### config.mk
export PLATFORM = sky130hd
export DESIGN_NAME = lock_code_serializer
export DESIGN_NICKNAME = d
export VERILOG_FILES = /design/src/rtl/lock_code_serializer.sv
export SDC_FILE = /design/constraint.sdc
export NUM_CORES = 1
export LEC_CHECK = 0
export ABC_CLOCK_PERIOD_IN_PS = 5900
export BUFFER_PORTS_ARGS = -buffer_cell sky130_fd_sc_hd__buf_4
export CORE_MARGIN = 3
export CORE_UTILIZATION = 50
export DETAILED_ROUTE_END_ITERATION = 10
export GPL_TIMING_DRIVEN = 0
export PLACE_DENSITY = 0.66
export SYNTH_ARGS = -nofsm -noshare
export SYNTH_HDL_FRONTEND = slang
export SYNTH_SLANG_ARGS = --single-unit
### constraint.sdc
create_clock -name CLK -period 5.9 [get_ports CLK]
set_clock_uncertainty 0.05 [all_clocks]
set_input_delay 0.885 -clock CLK [delete_from_list [all_inputs] [get_ports CLK]]
set_output_delay 0.885 -clock CLK [all_outputs]
set_load 0.02 [all_outputs]
### src/rtl/lock_code_serializer.sv
// Keypad code-word FIFO feeding a bit-serial lock sequence detector.
// Define LOCK_SER_LSB_FIRST_EN to shift LSB first (default MSB first).
module lock_code_serializer #(
  parameter int WIDTH = 4,
  parameter int DEPTH = 4,
  parameter int GAP   = 1
) (
  input  logic                   CLK,
  input  logic                   RST,
  input  logic [WIDTH-1:0]       in_data,
  input  logic                   in_valid,
  output logic                   in_ready,
  output logic                   a,
  output logic                   a_valid,
  output logic                   word_done,
  output logic [$clog2(DEPTH):0] level
);
  localparam int PW = $clog2(DEPTH);
  localparam int LW = PW + 1;
  localparam int CW = $clog2(WIDTH);

  localparam logic [1:0] S_IDLE  = 2'd0;
  localparam logic [1:0] S_SHIFT = 2'd1;
  localparam logic [1:0] S_GAP   = 2'd2;

  logic [1:0]       state_q, state_d;
  logic [WIDTH-1:0] sh_q, sh_d;
  logic [CW-1:0]    cnt_q, cnt_d;
  logic [2:0]       gcnt_q, gcnt_d;
  logic [PW-1:0]    wptr_q, rptr_q;
  logic [LW-1:0]    level_q;
  logic [WIDTH-1:0] mem_q [DEPTH];

  logic             push, pop;
  logic             cur_bit;
  logic [WIDTH-1:0] sh_next;

`ifdef LOCK_SER_LSB_FIRST_EN
  assign cur_bit = sh_q[0];
  assign sh_next = {1'b0, sh_q[WIDTH-1:1]};
`else
  assign cur_bit = sh_q[WIDTH-1];
  assign sh_next = {sh_q[WIDTH-2:0], 1'b0};
`endif

  assign in_ready  = (level_q != LW'(DEPTH)) && !RST;
  assign push      = in_valid && in_ready;
  assign a_valid   = (state_q == S_SHIFT);
  assign a         = a_valid && cur_bit;
  assign word_done = a_valid && (cnt_q == '0);
  assign level     = level_q;

  always_comb begin
    state_d = state_q;
    sh_d    = sh_q;
    cnt_d   = cnt_q;
    gcnt_d  = gcnt_q;
    pop     = 1'b0;
    unique case (1'b1)
      state_q == S_IDLE: begin
        if (level_q != '0) begin
          pop     = 1'b1;
          sh_d    = mem_q[rptr_q];
          cnt_d   = CW'(WIDTH - 1);
          state_d = S_SHIFT;
        end
      end
      state_q == S_SHIFT: begin
        if (cnt_q == '0) begin
          if (GAP > 0) begin
            state_d = S_GAP;
            gcnt_d  = 3'(GAP - 1);
          end else if (level_q != '0) begin
            // back-to-back: next word replaces the finished one
            pop   = 1'b1;
            sh_d  = mem_q[rptr_q];
            cnt_d = CW'(WIDTH - 1);
          end else begin
            state_d = S_IDLE;
          end
        end else begin
          sh_d  = sh_next;
          cnt_d = cnt_q - 1'b1;
        end
      end
      state_q == S_GAP: begin
        if (gcnt_q == '0) state_d = S_IDLE;
        else              gcnt_d  = gcnt_q - 1'b1;
      end
      default: state_d = S_IDLE;
    endcase
  end

  always_ff @(posedge CLK or posedge RST) begin
    if (RST) begin
      state_q <= S_IDLE;
      sh_q    <= '0;
      cnt_q   <= '0;
      gcnt_q  <= '0;
      wptr_q  <= '0;
      rptr_q  <= '0;
      level_q <= '0;
    end else begin
      state_q <= state_d;
      sh_q    <= sh_d;
      cnt_q   <= cnt_d;
      gcnt_q  <= gcnt_d;
      if (push) wptr_q <= wptr_q + 1'b1;
      if (pop)  rptr_q <= rptr_q + 1'b1;
      level_q <= level_q + LW'(push) - LW'(pop);
    end
  end

  always_ff @(posedge CLK) begin
    if (push) mem_q[wptr_q] <= in_data;
  end
endmodule

==> flow_summary_export.csv <==
group,metric,value,unit
critical_path,reg2reg_depth,9,
place,dp.cells,179,
logic_synthesis,yosysTopAreaCell,"edfxtp_1",
timing,period_minus_slack,2.492,ns
routing,ant_nets,0,
power_and_ir_drop,powerDensity,511.9,nW/µm²
routing,routed_wl,2.643,mm
floorplan,core_area,2900,µm²
logic_synthesis,syn_area,1595,µm²
global_routing,antenna_found_initial,0,
floorplan,die_w,62.49,µm
global_routing,grt_pass1_vias,948,
critical_path,worstPathCellList,"or4_4, buf_6, nand2_1, inv_1, ha_1, inv_1, ha_1, fa_1, xnor2_1",
logic_synthesis,synth_seq_cells,34,
timing,clock.fmax,401.4,MHz
routing,drc_errors,0,
routing,vias,953,
critical_path,r2r_slack,3.41,ns
logic_synthesis,yosysSeqAreaShare,58.35,%
critical_path,worst_path_max_delay_cell,"or4_4",
finish,drive_above_1_share,22.76,%
finish,fillers,248,
global_routing,gr-usage-all-layers,15.25,%
cts,cts_root_buffer,"clkbuf_4",
timing,final_hold_viol_count,0,
place,numPortBuffers,13,
critical_path,startpoint,"level[1]",
critical_path,worstPathArrival,2.68,ns
timing,period_share,42.23,%
critical_path,crit_path_max_incr_delay,0.55,ns
cts,cts_tree,"done",
flow_run,cap_violations,0,
finish,nNetsFinal,161,
logic_synthesis,synth.area.top_cells,"edfxtp_1, dfrtp_1, ha_1",
cts,cts_buffers,5,
critical_path,worst_ep_required_time,6.08,ns
critical_path,start_kind,"flip-flop",
cts,clk_pin_slew_worst_paths,0.11,ns
logic_synthesis,syn_nets,141,
finish,area_growth,16.08,%
cts,clock_path_buffers,2,
cts,cts_sinks,34,
cts,cts_resized,0,
floorplan,start_util,55.00,%
place,place_hpwl,1.960,mm
critical_path,path_depth,9,
power_and_ir_drop,ir_drop,0.0003377,V
cts,clk_latency,0.35,ns
power_and_ir_drop,p_leak,0.7809,nW
critical_path,setup.worst_path.class,"reg -> reg",
critical_path,crit_end,"level[2]",
routing,drtPass1Iterations,4,
critical_path,end_kind,"flip-flop",
logic_synthesis,synth_warnings,0,
timing,rsz0062_at_grt,"no",
global_routing,grt_pass1_wl,4.554,mm
hold_path,min_path_type,"reg -> reg",
timing,slew_violations,0,
floorplan,rows,19,
critical_path,cp_num_buf_inv,3,
routing,vias_per_cell,5.096,
timing,slew_headroom,53.27,%
floorplan,ios,14,
timing,setup_viol_count_final,0,
logic_synthesis,ys_types,35,
cts,cts_hold_buf,0,
cts,h-tree-depth,2,
logic_synthesis,syn_inst,124,
floorplan,die-area,3904,µm²
global_routing,grt_start_max_net_pins,19,
logic_synthesis,synth.avg_cell_area,12.87,µm²
critical_path,cp_max_fo,7,
global_routing,grt_overflow,0,
finish,finalNonFillerCells,187,
critical_path,rr_endpoint,"level[2]",
timing,worst_pin_slew,0.7002,ns
critical_path,cpLargestDelayFamily,"adder cells",
critical_path,reg2reg_from,"level[1]",
timing,tns,0,ns
cts,cts_setup_buffers,0,
finish,diodes,0,
routing,drt_iter0_drc,82,
routing,routedWlPerCell,14.13,µm
floorplan,die_h,62.49,µm
status,outcome,"completed",
logic_synthesis,synth_top_cell_area_share,30.12,%
place,place.gp.congestion,0.8147,
-- cell usage after synthesis --
cell and n:
clkbuf_1 1, o21ai_0 1, o31ai_1 1, nand3_1 1, o22ai_1 1, inv_4 1
a31oi_1 3, nor2_1 5, nor2b_1 1, xor2_1 1, nand3b_1 1, a21oi_2 1
edfxtp_1 16, and2_1 5, xnor2_1 4, nand2_8 1, fa_1 1, a21oi_1 8
buf_6 1, buf_2 2, a211oi_2 1, ha_1 9, nand2_1 9, nand2b_1 3
a22oi_1 1, dfrtp_1 18, a211oi_1 1, or4_4 1, o211ai_1 1, inv_1 15
a32o_1 1, nor3_1 2, o21ai_1 1, mux4_2 4, mux2_1 1
-- stage by stage --
step	hold WS [ns]	cell area [µm²]	total power [mW]	worst slack, ns	util (%)
2_1_floorplan	0.3879	1595	0.6343	3.423	-
3_3_place_gp	0.4031	1745	0.7237	3.193	60.18
3_5_place_dp	0.4145	1745	0.7417	3.184	60.18
4_1_cts	0.4289	1852	0.9569	3.400	63.85
5_1_grt	0.4880	1852	1.016	3.299	63.85
6_report	0.4285	1852	0.9479	3.408	63.85
-- metal layers --
metal	global-route usage [%]	routed length, µm	up-vias
met4	5.785	13	0
met1	18.79	1176	468
met5	0	0	-
met3	5.036	102	2
met2	24.90	1351	13
li1	-	-	470
-- worst reg2reg max path, delay by kind of cell, from the launching register on --
kind	cells	cell delay, ns
XOR/XNOR	1	0.14
adder cells (fa/ha/maj)	3	0.84
buffers and inverters	3	0.26
flip-flops	1	0.45
AND/OR/NAND/NOR	2	0.65
-- worst min path at each step --
stage / from / to / slack (ns) / depth (start not counted)
6_report: cnt_q[0] / cnt_q[0] / 0.43 / 1
5_1_grt: cnt_q[0] / cnt_q[0] / 0.49 / 1
4_1_cts: cnt_q[0] / cnt_q[0] / 0.43 / 1
3_5_place_dp: cnt_q[0] / cnt_q[0] / 0.41 / 1
3_3_place_gp: cnt_q[0] / cnt_q[0] / 0.40 / 1
2_1_floorplan: cnt_q[0] / cnt_q[0] / 0.39 / 1
-- report_power, final --
part           internal [mW]  total (mW)  switching (mW)
Combinational          0.165       0.372           0.206
Clock                  0.133       0.217          0.0849
Sequential             0.315       0.359          0.0441
Total                  0.613       0.948           0.335
-- kinds of logic after synthesis --
family	after synthesis	synth area share [%]
compound gates	21	8.550
xor+xnor	5	2.745
fa+ha+maj	10	8.314
buf+inv	20	5.490
flops	34	58.35
mux	5	6.353
simple gates	29	10.20
-- state kept, by name, summed over array words and instances (netlist names) --
signal	cells
gcnt_q	3
level	3
mem_q	16
wptr_q	2
cnt_q	2
state_q	2
rptr_q	2
sh_q	4
-- final cells by class --
class	count	area, µm²	share of cell area, %
Tap cell	42	52.55	2.838
Inverter	16	62.56	3.378
Buffer	4	25.02	1.351
Clock buffer	5	37.54	2.027
Multi-Input combinational cell	70	576.8	31.15
Sequential cell	34	930.9	50.27
Clock inverter	3	68.82	3.716
Timing Repair Buffer	13	97.59	5.270
-- cells in the final DEF (no fill, tap or decap), types with 2 or more instances in the layout --
cell,netlist,routed
dfrtp_1,18,18
edfxtp_1,16,16
inv_1,15,15
buf_4,0,13
nand2_1,9,9
ha_1,9,9
a21oi_1,8,8
nor2_1,5,5
and2_1,5,5
clkbuf_4,0,5
mux4_2,4,4
xnor2_1,4,4
nand2b_1,3,3
a31oi_1,3,3
buf_2,2,2
nor3_1,2,2
bufinv_16,0,2
No activity file was read; power rests on OpenSTA's default activity.
